<file path="src/rtl/riscv_defines.sv">
// Shared RV32I decode constants for the hazard pipe and the forwarding unit.
package riscv_defines;

  typedef enum logic [6:0] {
    OPC_R      = 7'b0110011,
    OPC_I      = 7'b0010011,
    OPC_LOAD   = 7'b0000011,
    OPC_STORE  = 7'b0100011,
    OPC_BRANCH = 7'b1100011
  } opcode_e;

  localparam logic [31:0] RV_NOP = 32'h0000_0013;

  localparam int unsigned OPC_MSB = 6;
  localparam int unsigned RD_LSB  = 7;
  localparam int unsigned RD_MSB  = 11;
  localparam int unsigned RS1_LSB = 15;
  localparam int unsigned RS1_MSB = 19;
  localparam int unsigned RS2_LSB = 20;
  localparam int unsigned RS2_MSB = 24;

  function automatic logic [6:0] opc_of(input logic [31:0] inst);
    return inst[OPC_MSB:0];
  endfunction

  function automatic logic [4:0] rd_of(input logic [31:0] inst);
    return inst[RD_MSB:RD_LSB];
  endfunction

  function automatic logic [4:0] rs1_of(input logic [31:0] inst);
    return inst[RS1_MSB:RS1_LSB];
  endfunction

  function automatic logic [4:0] rs2_of(input logic [31:0] inst);
    return inst[RS2_MSB:RS2_LSB];
  endfunction

endpackage

</file>
<file path="src/rtl/riscv_hazard_detect.sv">
// Combinational load-use compare between the ID and EX stage instructions.
module riscv_hazard_detect
  import riscv_defines::*;
(
  input  logic [31:0] inst_s2,
  input  logic [31:0] inst_s3,
  output logic        load_use_stall
);

  logic       uses_rs1;
  logic       uses_rs2;
  logic [4:0] load_rd;
  logic       unused_bits;

  always_comb begin
    uses_rs1 = 1'b0;
    uses_rs2 = 1'b0;
    case (opc_of(inst_s2))
      OPC_R, OPC_STORE, OPC_BRANCH: begin
        uses_rs1 = 1'b1;
        uses_rs2 = 1'b1;
      end
      OPC_I, OPC_LOAD: uses_rs1 = 1'b1;
      default: ;
    endcase
  end

  assign load_rd = rd_of(inst_s3);

  // x0 as destination never creates a real dependency
  assign load_use_stall = (opc_of(inst_s3) == OPC_LOAD) && (load_rd != '0) &&
                          ((uses_rs1 && (load_rd == rs1_of(inst_s2))) ||
                           (uses_rs2 && (load_rd == rs2_of(inst_s2))));

  assign unused_bits = ^{inst_s2, inst_s3};

endmodule

</file>
<file path="src/rtl/riscv_hazard_pipe.sv">
// Instruction-tracking stage registers with load-use bubbles, flush, freeze and perf counters.
module riscv_hazard_pipe
  import riscv_defines::*;
#(
  parameter logic [31:0] NOP_INST = RV_NOP,
  parameter int unsigned CNT_W    = 16
) (
  input  logic             clk,
  input  logic             rst_n,
  input  logic [31:0]      inst_s1,
  input  logic             flush,
  input  logic             mem_stall,
  output logic [31:0]      inst_s2,
  output logic [31:0]      inst_s3,
  output logic [31:0]      inst_s4,
  output logic [31:0]      inst_s5,
  output logic             pc_we,
  output logic             load_use_stall,
  output logic [CNT_W-1:0] stall_cnt,
  output logic [CNT_W-1:0] flush_cnt
);

  logic [31:0]      inst_s2_q, inst_s2_d;
  logic [31:0]      inst_s3_q, inst_s3_d;
  logic [31:0]      inst_s4_q, inst_s4_d;
  logic [31:0]      inst_s5_q, inst_s5_d;
  logic [CNT_W-1:0] stall_cnt_q, stall_cnt_d;
  logic [CNT_W-1:0] flush_cnt_q, flush_cnt_d;

  riscv_hazard_detect u_hazard_detect (
    .inst_s2        (inst_s2_q),
    .inst_s3        (inst_s3_q),
    .load_use_stall (load_use_stall)
  );

  always_comb begin
    inst_s2_d   = inst_s2_q;
    inst_s3_d   = inst_s3_q;
    inst_s4_d   = inst_s4_q;
    inst_s5_d   = inst_s5_q;
    stall_cnt_d = stall_cnt_q;
    flush_cnt_d = flush_cnt_q;
    if (!mem_stall) begin
      // flush discards any coincident load-use bubble
      if (flush) begin
        inst_s2_d = NOP_INST;
        inst_s3_d = NOP_INST;
        inst_s4_d = inst_s3_q;
        inst_s5_d = inst_s4_q;
        if (flush_cnt_q != '1) flush_cnt_d = flush_cnt_q + CNT_W'(1);
      end else if (load_use_stall) begin
        inst_s3_d = NOP_INST;
        inst_s4_d = inst_s3_q;
        inst_s5_d = inst_s4_q;
        if (stall_cnt_q != '1) stall_cnt_d = stall_cnt_q + CNT_W'(1);
      end else begin
        inst_s2_d = inst_s1;
        inst_s3_d = inst_s2_q;
        inst_s4_d = inst_s3_q;
        inst_s5_d = inst_s4_q;
      end
    end
  end

  always_ff @(posedge clk or negedge rst_n) begin
    if (!rst_n) begin
      inst_s2_q   <= NOP_INST;
      inst_s3_q   <= NOP_INST;
      inst_s4_q   <= NOP_INST;
      inst_s5_q   <= NOP_INST;
      stall_cnt_q <= '0;
      flush_cnt_q <= '0;
    end else begin
      inst_s2_q   <= inst_s2_d;
      inst_s3_q   <= inst_s3_d;
      inst_s4_q   <= inst_s4_d;
      inst_s5_q   <= inst_s5_d;
      stall_cnt_q <= stall_cnt_d;
      flush_cnt_q <= flush_cnt_d;
    end
  end

  assign inst_s2   = inst_s2_q;
  assign inst_s3   = inst_s3_q;
  assign inst_s4   = inst_s4_q;
  assign inst_s5   = inst_s5_q;
  assign stall_cnt = stall_cnt_q;
  assign flush_cnt = flush_cnt_q;
  assign pc_we     = ~mem_stall & (flush | ~load_use_stall);

endmodule

</file>
<file path="config.mk">
export PLATFORM = sky130hd
export DESIGN_NAME = riscv_hazard_pipe
export DESIGN_NICKNAME = d
export VERILOG_FILES = /design/src/rtl/riscv_defines.sv /design/src/rtl/riscv_hazard_detect.sv /design/src/rtl/riscv_hazard_pipe.sv
export SDC_FILE = /design/constraint.sdc
export NUM_CORES = 1
export LEC_CHECK = 0
export CORE_UTILIZATION = 36
export CTS_CLUSTER_SIZE = 28
export DETAILED_ROUTE_END_ITERATION = 12
export PLACE_DENSITY = 0.66
export SLEW_MARGIN = 20
export SYNTH_ARGS = -nofsm -noshare
export SYNTH_HDL_FRONTEND = slang
export SYNTH_SLANG_ARGS = --single-unit
</file>
<file path="constraint.sdc">
create_clock -name clk -period 2.3 [get_ports clk]
set_input_delay 0.345 -clock clk [delete_from_list [all_inputs] [get_ports clk]]
set_output_delay 0.345 -clock clk [all_outputs]
set_load 0.1 [all_outputs]
</file>
# Word-level counts from Yosys, hierarchy flattened
# Index checks and enable logic that the tools add are counted.
dict set report totals {
  inputBits 36
  out_inout_bits 162
  wordCells 41
  reg_bits 160
}
dict set report classes {
  n_mux 6
  reduce_logical 11
  n_addsub 2
  bitwise_logic 5
  eq_ne 11
}
# op count
set ops {}
lappend ops {{two-way mux 32 bit} 4}
lappend ops {{adder 16 x 1 -> 16 bit, second input constant} 2}
lappend ops {{inequality test 16 bit, second input constant} 2}
lappend ops {{equality test 7 x 2 -> 1 bit, second input constant} 2}
lappend ops {{equality test 7 x 6 -> 1 bit, second input constant} 2}
lappend ops {{equality test 5 bit} 2}
lappend ops {{equality test 7 x 5 -> 1 bit, second input constant} 1}
lappend ops {{equality test 7 bit, second input constant} 1}
lappend ops {{nonzero test 5 bit} 1}
lappend ops {{OR reduction 5 bit} 1}
lappend ops {{logical AND 1 bit} 4}
lappend ops {{AND reduction 4 bit} 1}
lappend ops {{NOT 1 bit} 3}
lappend ops {{AND reduction 3 bit} 1}
lappend ops {{OR reduction 3 bit} 1}
lappend ops {{two-way mux 1 bit} 2}
lappend ops {{inequality test 2 bit, second input constant} 1}
lappend ops {{AND reduction 2 bit} 1}
lappend ops {{bitwise AND 1 bit} 1}
lappend ops {{logical OR 1 bit} 1}
lappend ops {{OR 1 bit} 1}

# Depth between registers and ports, before layout
# Gate-level depths: netlist (run 1).
dict set report logic_depth {
  ltp_word 9
  mapped_depth 9
  depth_no_buf 7
}

# Cells and area by module
# Synthesis (run 1) repeated with hierarchy kept, for this count alone.
dict set report unflattened {
  cells_unflattened 459
  area_unflattened_um2 6429.9
}
# mod seq_area_each_um2 area_per_inst_um2 cells_each n_inst
set modules_own_cells {}
lappend modules_own_cells {riscv_hazard_pipe 4018.9 6258.5 435 1}
lappend modules_own_cells {riscv_hazard_detect 0.0 171.4 24 1}

# Worst setup path after synthesis (run 1)
# OpenSTA, ideal clock, no wires.
dict set report synth_path {
  path_type {register to output}
  startpoint {register inst_s3_q[7], in the netlist inst_s3[7]}
  endpoint {output pc_we}
  path_stages_with_launch 8
  n_path_buf 3
  setup_slack_ns -1.769
  required_time_ns 1.955
  arrival_ns 3.724
  path_cell_list {dfrtp_1 or4_1 o21a_1 and2_1 buf_4 buf_8 buf_6 a21oi_1}
}
dict set report synth_between {
  elab_chain_cells 7
  word_cells_on_any_way 11
  cone_classes {2 x eq/ne; 3 x bitwise; 6 x reduce/logical}
}
# element line
set synth_lines {}
lappend synth_lines {{from (decl)} riscv_hazard_pipe.sv:24} ;# logic [31:0] inst_s3_q, inst_s3_d;
lappend synth_lines {{from (signal assigned)} riscv_hazard_pipe.sv:75} ;# inst_s3_q <= inst_s3_d;
lappend synth_lines {{equality test 5 bit, on equally long branches} {riscv_hazard_detect.sv:32, riscv_hazard_detect.sv:33}}
lappend synth_lines {{logical AND 1 bit, on equally long branches} {riscv_hazard_detect.sv:32, riscv_hazard_detect.sv:33}}
lappend synth_lines {{logical OR 1 bit} riscv_hazard_detect.sv:32} ;# ((uses_rs1 && (load_rd == rs1_of(inst_s2))) ||
lappend synth_lines {{logical AND 1 bit (*)} riscv_hazard_detect.sv:31} ;# assign load_use_stall = (opc_of(inst_s3) == OPC_LOAD) && (load_rd != '0) &&
lappend synth_lines {{named net load_use_stall} riscv_hazard_pipe.sv:18} ;# output logic load_use_stall,
lappend synth_lines {{NOT 1 bit (*)} riscv_hazard_pipe.sv:89} ;# assign pc_we = ~mem_stall & (flush | ~load_use_stall);
lappend synth_lines {{OR 1 bit (*)} riscv_hazard_pipe.sv:89}
lappend synth_lines {{bitwise AND 1 bit (*)} riscv_hazard_pipe.sv:89}
lappend synth_lines {{to (decl)} riscv_hazard_pipe.sv:17} ;# output logic pc_we,
# The timed path passes the listed nets; every way through them passes the cells marked *.

# Worst setup path in the final report (run 1)
dict set report layout_path {
  startpoint {register inst_s3_q[0], in the netlist inst_s3[0]}
  endpoint {output load_use_stall}
}
dict set report layout_between {
  elab_chain_cells 3
}
# element line
set layout_lines {}
lappend layout_lines {{equality test 7 x 2 -> 1 bit} riscv_hazard_detect.sv:31}
lappend layout_lines {{logical AND 1 bit (2 in a row)} riscv_hazard_detect.sv:31}
lappend layout_lines {{to (decl)} riscv_hazard_pipe.sv:18}
# Every way passes these cells.

==> results of run 1 <==
## metrics by stage
step | power [W] | hold WS (ps) | worst slack, ps | cells
floorplan | 0.00547 | 49.4 | -557 | 526
global placement | 0.00617 | 252 | -169 | 957
detailed placement | 0.00621 | 264 | -295 | 957
CTS | 0.00916 | 258 | -446 | 994
global route | 0.00939 | 304 | -521 | 994
finish | 0.00906 | 278 | -440 | 994
## logic make-up after synthesis
family,synth area share
buf+inv,0.0309
xor+xnor,0.0511
simple gates,0.125
compound gates,0.0955
flops,0.586
mux,0.107
fa+ha+maj,0.00365
## what timing repair did
item,4_1_cts,5_1_grt
cloned,1,0
hold endpoints to repair,32,0
hold buffers,1,0
gates resized for setup,14,4
endpoints found under the setup margin,73,76
buffers inserted,3,0
pin swaps,3,1
## layout by cell type (no fill, tap or decap), drive strengths merged, types with 3 or more instances in the layout
cell / count
buf: 206
dfrtp: 148
mux2: 65
clkdlybuf4s50: 32
xnor2: 30
a22o: 29
and2: 28
nor4b: 26
a311o: 26
nand2: 20
clkbuf: 20
nand4: 15
nor2: 15
nand3: 13
dfstp: 12
xor2: 10
inv: 9
and3: 8
o21ai: 7
clkinv: 6
nor3: 4
bufinv: 3
or4: 3
## worst paths after layout
path | end | startpoint | slack, ps
max reg2reg | stall_cnt[1] | inst_s3[0] | -220
min | inst_s3[0] | mem_stall | 280
max | load_use_stall | inst_s3[0] | -440
min reg2reg | flush_cnt[8] | flush_cnt[8] | 480
max in group asynchronous | stall_cnt[11] | rst_n | 1130
min in group asynchronous | inst_s5[11] | rst_n | 390
## registers in the layout, indices dropped and copies added (netlist names)
register,count
stall_cnt,16
flush_cnt,16
inst_s3,32
inst_s4,32
inst_s2,32
inst_s5,32
## per-layer routing
layer / part of all wire / vias to the layer above / wire, um
li1: - / 2376 / -
met1: 0.47 / 2643 / 8480
met2: 0.47 / 149 / 8540
met3: 0.048 / 12 / 863
met4: 0.0085 / 0 / 153
met5: 0 / - / 0
## worst max-delay path: stages, from the launching register on
cell and delay (ps):
dfstp_4 610, or3b_4 390, a2111oi_4 290, o21a_1 210, and2_4 200, buf_12 120, buf_12 160
## cell type report
cell class              instances  share of cell area
clock buffers                  20              0.0460
clock inverters                12              0.0161
inverters                       7             0.00271
multi-input cells             322               0.278
flip-flops and latches        160               0.420
well taps                     234              0.0301
repair buffers                239               0.207
## power by group through the flow
stage               Combinational [W]  Clock [W]  Sequential, W
finish                        0.00286    0.00290        0.00330
global route                  0.00295    0.00310        0.00334
CTS                           0.00288    0.00298        0.00330
detailed placement            0.00286          0        0.00335
global placement              0.00283          0        0.00334
floorplan                    0.000407          0        0.00506
==> qor.yml, run 1 <==
run:
  cap_violations: 0
power_and_ir_drop:
  powerDensity_nw_per_um2: 933
  clkPwrFrac: 0.320
  comb_power_share: 0.316
  p_sw_w: 0.00358
  pwr-share-seq: 0.365
  vdd_drop_max_mv: 0.497
  intPower_w: 0.00549
  power_leakage_nw: 4.57
  power.share.switching: 0.395
floorplanning:
  rows: 50
  initial_core_util: 0.366
  coreArea_um2: 18700
  design.die.area_um2: 19600
  chipHeight_um: 140
  pin_count: 198
  die_w_um: 140
synth:
  synth.most_common_cell: "dfrtp_1"
  synth-seq-cells: 160
  synth_ff_type: "dfrtp_1"
  synth_edf_count: 0
  synth_area_leaders: "dfrtp_1 (54%), mux2_2 (11%), dfstp_2 (4.6%)"
  yosys_warnings: 0
  async_flop_share: 1.00
  ys_types: 43
  synth_seq_area_share: 0.586
  synthTopCellsByCount: "dfrtp_1 (148), mux2_2 (64), xnor2_1 (30), a22o_1 (29), and2_1 (28)"
  syn-num-nets: 564
  avgSynthCellArea_um2: 13.0
  syn_area_um2: 6850
  synthCells: 526
  synth_top_area_frac: 0.540
  yosys.area.top_type: "dfrtp_1"
placed_design:
  portBuffers: 197
  place_area_um2: 8970
  gp_congestion: 0.794
  place_hpwl_um: 12600
global_routing:
  grt_use_total: 0.190
  grtUsageMet3: 0.0451
  grt_max_degree: 116
  gr-total-overflow: 0
  use_met2: 0.303
  grt_pass1_vias: 5371
  grt_pass1_wl_um: 29100
  grt_most_used_layer: "met2"
  met1_usage: 0.257
  antenna_found_initial: 0
critical_path:
  cp-start-kind: "flop"
  reg2regPathDepth: 8
  cp.required_ps: 1960
  worstSetupEndpointType: "primary output"
  path_max_fanout: 4
  cp_data_arrival_time_ps: 2390
  path_class: "reg -> out"
timing:
  slew_headroom: 0.660
  tns_ps: -9130
  rsz0062_at_grt: "true"
  slew_viol_final: 0
  worstMarginPinSlew_ps: 511
  finalWorstSetupSlack_ps: -440
  setup_viol: 70
  hold_viol_final: 0
  fin_skew_ps: 12.6
  post-route-period-util: 1.19
  fin_crit_ps: 2740
  fmax_ghz: 0.365
cts:
  cts_tree: "built"
  clk_pin_slew_worst_paths_ps: 60
  cts_root_buffer: "clkbuf_16"
  cts_made_buffers: 17
  clk_path_buf_depth: 2
  htree_num_levels: 4
  clk_latency_ps: 420
  cts.sinks: 160
hold_path:
  worstHoldPathCells: 3
  hold_path.class: "in -> reg"
outcome:
  failed_checks: "negative setup slack"
  status: "finished with violations"
finish:
  synthToLayoutAreaGrowth_pct: 41.7
  ff_latch_area_um2: 4080
  fin_util: 0.519
  antenna_cells: 0
  layout.nets: 785
  nFillCells: 1613
  multi_input_area_um2: 2700
  design_area_um2: 9710
  drive_above_1_share: 0.479
routing:
  viasPerCell: 5.21
  ant_nets: 0
  wire_per_inst_um: 18.1
  firstDrtPassIters: 4
  drc: 0
  via_count: 5180
  drt_wl_total_um: 18000
  drt_iter0_markers: 239
Power figures use the tool's default switching activity.
==> run 2, diff against run 1 <==
Settings changed: CORE_UTILIZATION 36 to 43, PLACE_DENSITY 0.66 to 0.76.
==> run 2 against run 1 <==
The run still ends with negative setup slack left. Global-route usage up 3.3 points. Count of clock-buffer cells in the layout down 1. Cell area grew 2.0%. Die area shrank 16%. Total power rose by 0.69%. Register-to-register slack lost 20 ps. First-iteration DRC count up 53%. Largest power group unchanged.
==> qor.yml, run 2 (same netlist as run 1, synthesis figures left out) <==
finish:
  antenna_cells: 0
  drive_above_1_share: 0.490
  layout.nets: 797
  final_cell_mix: "buf_4 (198), dfrtp_1 (112), mux2_2 (64)"
  design_area_um2: 9900
  mostFrequentLayoutCell: "buf_4"
  synthToLayoutAreaGrowth_pct: 44.5
placed_design:
  gp_congestion: 0.780
  place_area_um2: 8960
  portBuffers: 197
  place_hpwl_um: 12200
floorplanning:
  die_w_um: 128
  rows: 45
  initial_core_util: 0.446
  chipHeight_um: 128
  pin_count: 198
  coreArea_um2: 15400
  design.die.area_um2: 16400
power_and_ir_drop:
  power_leakage_nw: 4.67
  vdd_drop_max_mv: 1.05
  p_sw_w: 0.00354
  pwr-share-seq: 0.362
  comb_power_share: 0.316
  power.share.switching: 0.388
  powerDensity_nw_per_um2: 921
  intPower_w: 0.00558
  total_power_w: 0.00912
  clkPwrFrac: 0.322
critical_path:
  path_class: "reg -> out"
  critical_path_cell_count: 7
  startpoint: "inst_s3[0]"
  cp-start-kind: "flop"
  reg2regPathDepth: 10
  cp_data_arrival_time_ps: 2380
  crit_top_cell: "buf_12"
  worstSetupEndpointType: "primary output"
  cpMaxStageDelayCell: "dfstp_4"
  path_buf_inv: 2
  cp.required_ps: 1960
  worstPathCellList: "or3b_4 -> a2111oi_4 -> o21a_1 -> and2_4 -> buf_12 -> a21oi_4 -> buf_12"
  max_stage_delay_ps: 610
  crit_family: "flip-flops"
  rr_startpoint: "inst_s3[0]"
  path_max_fanout: 5
cts:
  htree_num_levels: 4
  clk_latency_ps: 420
  cts_tree: "built"
  clk_path_buf_depth: 2
  cts.sinks: 160
  clk_pin_slew_worst_paths_ps: 60
  cts_root_buffer: "clkbuf_16"
  cts_made_buffers: 17
global_routing:
  antenna_found_initial: 0
  grt_pass1_vias: 5200
  grt_max_degree: 93
  grtUsageMet3: 0.0430
  grt_most_used_layer: "met2"
  met1_usage: 0.293
  gr-total-overflow: 0
  grt_use_total: 0.223
  use_met2: 0.372
  grt_pass1_wl_um: 28000
outcome:
  failed_checks: "negative setup slack"
  status: "finished with violations"
timing:
  finalWorstSetupSlack_ps: -425
  slew_headroom: 0.603
  setup_viol: 66
  worstMarginPinSlew_ps: 596
  hold_viol_final: 0
  fmax_ghz: 0.367
  rsz0062_at_grt: "true"
  hold_ws_ps: 292
  fin_skew_ps: 6.73
  slew_viol_final: 0
  post-route-period-util: 1.18
  fin_crit_ps: 2720
routing:
  wire_per_inst_um: 18.5
  viasPerCell: 5.33
  ant_nets: 0
  firstDrtPassIters: 4
  drt_iter0_markers: 366
  drc: 0
  via_count: 5243
  drt_wl_total_um: 18200
hold_path:
  hold_start: "mem_stall"
  worstHoldPathCells: 3
  hold_path.class: "in -> reg"
run:
  cap_violations: 0
run 2: final cells by class:
cell class                      instances  area [um^2]
Tap cell                              211          264
Timing Repair Buffer                  251         2190
Clock buffer                           19          433
Clock inverter                         13          188
Fill cell                            1186         5470
Sequential cell                       160         4080
Multi-Input combinational cell        322         2720
Inverter                                7         26.3
run 2: final timing paths:
kind,slack [ps],end
setup / recovery,-420,pc_we
hold / removal,290,inst_s4[4]
setup reg to reg,-240,inst_s3[25]
hold reg to reg,480,flush_cnt[8]
max in group asynchronous,1060,inst_s4[4]
min in group asynchronous,480,inst_s4[25]
run 2: power by group through the flow:
| stage | Clock (W) | Sequential [W] | Combinational [W] |
|---|---|---|---|
| after floorplan | 0 | 0.00506 | 0.000407 |
| after global placement | 0 | 0.00334 | 0.00283 |
| after detailed placement | 0 | 0.00335 | 0.00285 |
| after CTS | 0.00299 | 0.00330 | 0.00290 |
| after global routing | 0.00312 | 0.00334 | 0.00297 |
| final | 0.00294 | 0.00330 | 0.00288 |
run 2: timing repair:
action                                  4_1_cts  5_1_grt
setup buffers                                 9        5
hold buffers                                  1        0
resized for setup                            11       14
cloned                                        4        0
endpoints found under the setup margin       68       74
pin swaps                                     1        4
endpoints found under the hold margin        59        0
run 2: per-stage QoR:
step / std cells / util / setup TNS (ps) / setup WS [ps]
6_report: 983 / 0.644 / -11610 / -425
5_1_grt: 983 / 0.644 / -18250 / -519
4_1_cts: 979 / 0.640 / -11060 / -457
3_5_place_dp: 933 / 0.583 / -10060 / -215
3_3_place_gp: 933 / 0.583 / -5940 / -148
2_1_floorplan: 526 / - / -12170 / -557
run 2: layer usage:
metal	part of all wire	wire (um)
met3	0.055	1010
met4	0.016	283
met2	0.49	8970
met5	0.0033	60
met1	0.43	7840
run 2: worst reg2reg max path, stage by stage, from the launching register on:
cell and delay [ps]:
dfstp_4 610, or3b_4 380, a2111oi_4 270, o21a_1 190
and2_4 160, buf_4 170, buf_12 120, nor3_4 50
buf_4 170, buf_12 130, a22o_1 180
